===== config.mk =====
export PLATFORM = sky130hd
export DESIGN_NAME = hc161_updn_mod
export DESIGN_NICKNAME = d
export VERILOG_FILES = /design/src/rtl/hc161_updn_mod.sv
export SDC_FILE = /design/constraint.sdc
export NUM_CORES = 1
export LEC_CHECK = 0
export BUFFER_PORTS_ARGS = -buffer_cell sky130_fd_sc_hd__buf_2
export CAP_MARGIN = 40
export CORE_AREA = 4 4 41 43
export DETAILED_ROUTE_END_ITERATION = 16
export DIE_AREA = 0 0 45 47
export PLACE_DENSITY = 0.6
export SETUP_SLACK_MARGIN = 0.15
export SLEW_MARGIN = 5
export SYNTH_ARGS = -nofsm -noshare
export SYNTH_HDL_FRONTEND = slang
export SYNTH_SLANG_ARGS = --single-unit
export TNS_END_PERCENT = 100

===== constraint.sdc =====
create_clock -name CP -period 2.06 [get_ports CP]
set_clock_uncertainty 0.1 [all_clocks]
set_input_delay 0 -clock CP [delete_from_list [all_inputs] [get_ports CP]]
set_output_delay 0 -clock CP [all_outputs]
set_load 0.02 [all_outputs]

===== src/rtl/hc161_updn_mod.sv =====
// hc161_updn_mod: synchronous up/down modulo-N counter, 161-style cascadable.
// Ports: CP clk, MRN async rst_n, SRN sync clr_n, PEN load_n, CEP/CET enables,
//        UD dir, Dn load data, OVF_CLR; out Qn count, TC term, RCO wrap pulse, OVF sticky.
module hc161_updn_mod #(
    parameter int     WIDTH   = 4,
    parameter longint MODULUS = 16
) (
    input  logic             CP,
    input  logic             MRN,
    input  logic             SRN,
    input  logic             PEN,
    input  logic             CEP,
    input  logic             CET,
    input  logic             UD,
    input  logic [WIDTH-1:0] Dn,
    input  logic             OVF_CLR,
    output logic [WIDTH-1:0] Qn,
    output logic             TC,
    output logic             RCO,
    output logic             OVF
);

    localparam logic [WIDTH-1:0] TOP = WIDTH'(MODULUS - 1);

    if (WIDTH < 2 || WIDTH > 32) begin : g_bad_width
        $fatal(1, "hc161_updn_mod: WIDTH out of range");
    end

    if (MODULUS < 2 || MODULUS > (longint'(1) << WIDTH)) begin : g_bad_mod
        $fatal(1, "hc161_updn_mod: MODULUS out of range");
    end

    logic             at_top;
    logic             at_zero;
    logic             count_en;
    logic             wrap;
    logic [WIDTH-1:0] q_next;

    // Out-of-range values (>= MODULUS, only reachable by load) wrap upward too.
    assign at_top   = (Qn >= TOP);
    assign at_zero  = (Qn == '0);
    assign count_en = SRN & PEN & CEP & CET;
    assign wrap     = count_en & (UD ? at_top : at_zero);

    // TC uses exact equality so a loaded out-of-range value is not terminal.
    assign TC = CET & (UD ? (Qn == TOP) : at_zero);

    always_comb begin
        q_next = Qn;
        if (!SRN) begin
            q_next = '0;
        end else if (!PEN) begin
            q_next = Dn;
        end else if (CEP && CET) begin
            if (UD) begin
                q_next = at_top ? '0 : Qn + WIDTH'(1);
            end else begin
                q_next = at_zero ? TOP : Qn - WIDTH'(1);
            end
        end
    end

    always_ff @(posedge CP or negedge MRN) begin
        if (!MRN) begin
            Qn  <= '0;
            RCO <= 1'b0;
            OVF <= 1'b0;
        end else begin
            Qn  <= q_next;
            RCO <= wrap;
            // A wrap on the same edge as a clear request keeps the flag set.
            if (wrap) begin
                OVF <= 1'b1;
            end else if (OVF_CLR) begin
                OVF <= 1'b0;
            end
        end
    end

endmodule


After elaboration in Yosys (flattened, before gate mapping)

Index checks and enable logic that the tools add are counted.

RAM bits: 0
Register bits: 6
Bits of input ports: 12
Logic and storage cells: 26
Bits in latches: 0
Memories: 0
ROM bits: 0

$add $sub $neg: 2
Bitwise logic cells: 5
Eq/ne operators: 2
Muxes and demuxes: 10
Div/mod/pow operators: 0
Reduce and logical (&&, ||, !) cells: 3
Multipliers: 0
Shifts and indexed selects: 0
Order comparisons: 1

Operator list:

| kind                | number |
|---|---|
| $mux 4              | 6 |
| $and 1x1->1         | 5 |
| $add 4x1->4 const B | 1 |
| $eq 4x4->1 const B  | 1 |
| $ge 4x4->1 const B  | 1 |
| $logic_not 4->1     | 1 |
| $mux 1              | 4 |
| $sub 4x1->4 const B | 1 |
| $ne 3x2->1 const B  | 1 |
| $reduce_bool 2->1   | 1 |
| $logic_and 1x1->1   | 1 |

Depth between registers and ports, before layout

Depth after elaboration: 6
Depth in mapped cells: 6

Worst setup path after synthesis

OpenSTA, ideal clock, no wires.

Path kind: flip-flop to flip-flop
From: register Qn[0]
To: register Qn[0]
Library setup time: 101 ps
Cell stages (with the launch flop): 7
Path slack: 295 ps
Arrival time: 1564 ps
Period minus slack after synthesis: 1765 ps
Data required time: 1859 ps
Cell sequence: dfrtp_1 -> inv_1 -> ha_1 -> or3b_1 -> a21oi_1 -> nor3_1 -> o32ai_1

Longest elaborated chain between the ends: 6
Elaborated cells between the ends (all ways): 10
Classes of those cells: add/sub: 2; order compare: 1; mux: 6; reduce/logical: 1

Ends and longest elaborated chain:

| item                                      | line   | source |
|---|---|---|
| start: declaration                        | 17     | `output logic [WIDTH-1:0] Qn,` |
| start signal: assignment                  | 69     | `Qn <= q_next;` |
| $sub 4x1->4, or another cell as far along | 58     | `q_next = at_zero ? TOP : Qn - WIDTH'(1);` |
| $mux 4 (on tied branches)                 | 58, 56 |  |
| $mux 4 *                                  | 55     | `if (UD) begin` |
| $mux 4 *                                  | 54     | `end else if (CEP && CET) begin` |
| $mux 4 *                                  | 52     | `end else if (!PEN) begin` |
| $mux 4 *                                  | 50     | `if (!SRN) begin` |

Every way passes the cells marked *; elsewhere a longest branch is shown, timed or not. The select of a mux whose other input is x is not followed.
A chain may end at the register's enable or synchronous reset.

Worst setup path after layout

From: register Qn[0]
To: output port TC

Longest elaborated chain between the ends: 3
Elaborated cells between the ends (all ways): 4
Classes of those cells: eq/ne: 1; mux: 1; bitwise: 1; reduce/logical: 1

Ends and longest elaborated chain:

| item                                                 | line   | source |
|---|---|---|
| $eq 4x4->1 / $logic_not 4->1 (equally long branches) | 46, 41 |  |
| $mux 1 *                                             | 46     | `assign TC = CET & (UD ? (Qn == TOP) : at_zero);` |
| $and 1x1->1 *                                        | 46     |  |
| end: declaration                                     | 18     | `output logic TC,` |

Every way passes the cells marked *; elsewhere a longest branch is shown, timed or not.

==> metrics <==
number of remaining DRC errors=0; Reg2Reg Launch Point=Qn[0]; FILL cells=126; Reg power frac=35.6%; Die W=45 um; area leader, netlist=dfrtp_1; first-pass GRT wire length=2280 um; Worst EP required=1960 ps; GRT Max-Usage Layer=met2; share of cells above drive strength 1=36.6%; r2r endpoint=Qn[0]; FF+latch count, synth=6; Final Wtd Congestion=0.717; area delta synth->final=60.3%; peak supply drop=0.248 mV; Logic pwr share=32.9%; io pins=19; CTS Root Cell=clkbuf_4; Area contributors post-synth=dfrtp_1 34%, a21oi_1 5.7%, ha_1 5.7%; largest net degree at the start of global routing=11; Buffers on Ports=18; Largest stage delay, worst path=390 ps; CP Class=flip-flop to primary output; met1 usage=15.9%; commonest non-fill, non-tap cell in the layout=buf_2; hold path endpoint=Qn[3]; Sw Share=33.3%; clk slew on worst S/H paths=50 ps; syn_nets=65; Hold Path Stages=3; Clk Latency, worst-skew pair=260 ps; slowest CP cell=dfrtp_1; H-tree levels=1; register area share after synthesis=34.3%; CTS tree=built; DR vias/cell=5.65; syn avg cell area=8.59 um^2; Antenna Cells=0; worst-case clock buffer depth=2; Hold Path Origin=UD; reg2reg path depth=6; commonest non-fill, non-tap cells in the layout=17 x buf_2, 10 x dlygate4sd3_1, 6 x dfrtp_1; fin nets=98; WP data arrival=1740 ps; Compound-Gate Fraction of Synth Area=28.3%; Worst Setup Start Kind=flip-flop; Crit Path Max Fanout=3; initial antenna violation count=0; drt wl/cell=15.4 um; post-route ant nets=0; Pleak=0.328 nW; clock sink count=6; Switch Pwr=0.126 mW; fmax=0.542 GHz; setup TNS=0 ps; Hold Fails Final Rpt=0; main combinational cell family by area after synthesis=compound AO/OA/AOI/OAI gates; first-pass detailed-route iteration total=4; GRT overflow=0; outcome=finished clean; core footprint=1300 um^2; mapped cell area=438 um^2; distinct cell type count of the synthesized netlist=28; starting density of the core=33.7%; xor/xnor share of the synthesized area=4.00%; global-route met3 utilization=6.13%; Post-Route WL=1500 um; Die H=47 um; cell-internal power=0.252 mW; Slew headroom=78.9%; worst hold path class=input pin to flip-flop; FF-to-FF setup slack=270 ps; Yosys top cell area share=34.3%; DRT iter0 DRCs=13; total track usage=16.2%; GR Util met2=24.9%; CTS Buf Count=3; synth warn=0; row count=13; Final Max Slew Viols=0; Post-Synth Simple-Gate Area=17.7%; hpwl dp=895 um; Setup-failing EPs final=0; vias in the first global route=531; CP Cell Sequence=inv_2 -> ha_4 -> or3b_4 -> nor2_4 -> a41oi_2 -> nor2b_1 -> buf_4; area of the multi-input gates=284 um^2; RSZ-0062 raised after global routing=true; clock share of power=31.5%; synthesized instance count=51; mux cell area share after synthesis=2.29%; pwr/cell area=539 nW/um^2; DR vias=548; # Max-Cap Violations=0; Power, Total=0.378 mW; Tmin final=1840 ps; Seq. cell area=150 um^2; Slew @ Worst Pin=316 ps; die area=2120 um^2; crit end category=primary output; Tcrit/Tclk final=89.5%; adder-cell share of the synthesized area=5.71%
[kinds of logic (layout without fill, tap and decap cells)]
logic type / count (synthesis) / in the layout
AO/OA/AOI/OAI: 18 / 18
AND/OR/NAND/NOR: 15 / 15
buffers and inverters: 7 / 38
flip-flops: 6 / 6
adder cells (fa/ha/maj): 2 / 2
XOR/XNOR: 2 / 2
multiplexers: 1 / 1
[per-layer routing]
| layer | up-vias | share of wire, % | routed length [um] |
|---|---|---|---|
| met3 | 14 | 5.9 | 88 |
| li1 | 254 | - | - |
| met1 | 252 | 38 | 573 |
| met2 | 28 | 47 | 705 |
| met4 | 0 | 8.6 | 128 |
| met5 | - | 0 | 0 |
[stage by stage]
| stage | worst slack [ps] | utilization (%) | hold slack (ps) | std cells | area [um^2] |
|---|---|---|---|---|---|
| finish | 216 | 53.9 | 19.2 | 97 | 702 |
| global route | 103 | 53.9 | 24.6 | 97 | 702 |
| CTS | 210 | 51.4 | 7.24 | 97 | 669 |
| detailed placement | 357 | 42.0 | -259 | 84 | 547 |
| global placement | 357 | 42.0 | -262 | 84 | 547 |
| floorplan | 295 | - | -396 | 51 | 438 |
[synth_stat cells, drive strengths merged]
master and n:
a21oi 5, a22oi 1, a31oi 1, a41oi 1
buf 1, clkbuf 1, dfrtp 6, ha 2
inv 5, mux2i 1, nand2 5, nand3 1
nand4 1, nor2 2, nor2b 1, nor3 2
nor4 1, nor4b 1, o211a 1, o211ai 1
o21a 1, o21ai 3, o21bai 1, o311a 1
o32ai 2, or3b 1, xnor2 1, xor2 1
[worst max path at each step]
stage	start	to	slack, ps
after floorplan	Qn[0]	Qn[0]	290
after global placement	Qn[0]	Qn[0]	360
after detailed placement	Qn[0]	Qn[0]	360
after CTS	Qn[0]	TC	210
after global routing	Qn[1]	TC	100
final	Qn[0]	TC	220
[flip-flops by register name, indices dropped and copies added (netlist names)]
register and count:
OVF 1, RCO 1, Qn 4
[worst max-delay path, delay by kind of cell, from the launching register on]
kind | cells | cell delay (ps)
flip-flops | 1 | 390
AND/OR/NAND/NOR | 3 | 660
adder cells (fa/ha/maj) | 1 | 130
buffers and inverters | 2 | 230
AO/OA/AOI/OAI | 1 | 60
[power by group through the flow]
stage / clock network (mW) / registers (mW) / logic [mW]
after floorplan: 0 / 0.145 / 0.0491
after global placement: 0 / 0.134 / 0.0954
after detailed placement: 0 / 0.134 / 0.0950
after CTS: 0.122 / 0.132 / 0.110
after global routing: 0.131 / 0.136 / 0.136
final: 0.119 / 0.135 / 0.125
[cell type report]
type,count,area share [%]
Clock buffer,3,3.21
Timing Repair Buffer,30,29.6
Multi-Input combinational cell,38,40.5
Tap cell,15,2.67
Sequential cell,6,21.4
Inverter,5,2.67
[repair_timing]
item / 4_1_cts / 5_1_grt
resized for setup: 0 / 9
endpoints found under the setup margin: 0 / 1
endpoints found under the hold margin: 12 / 0
hold buffers: 10 / 0
setup buffers: 0 / 0
No activity file was read; power rests on OpenSTA's default activity.
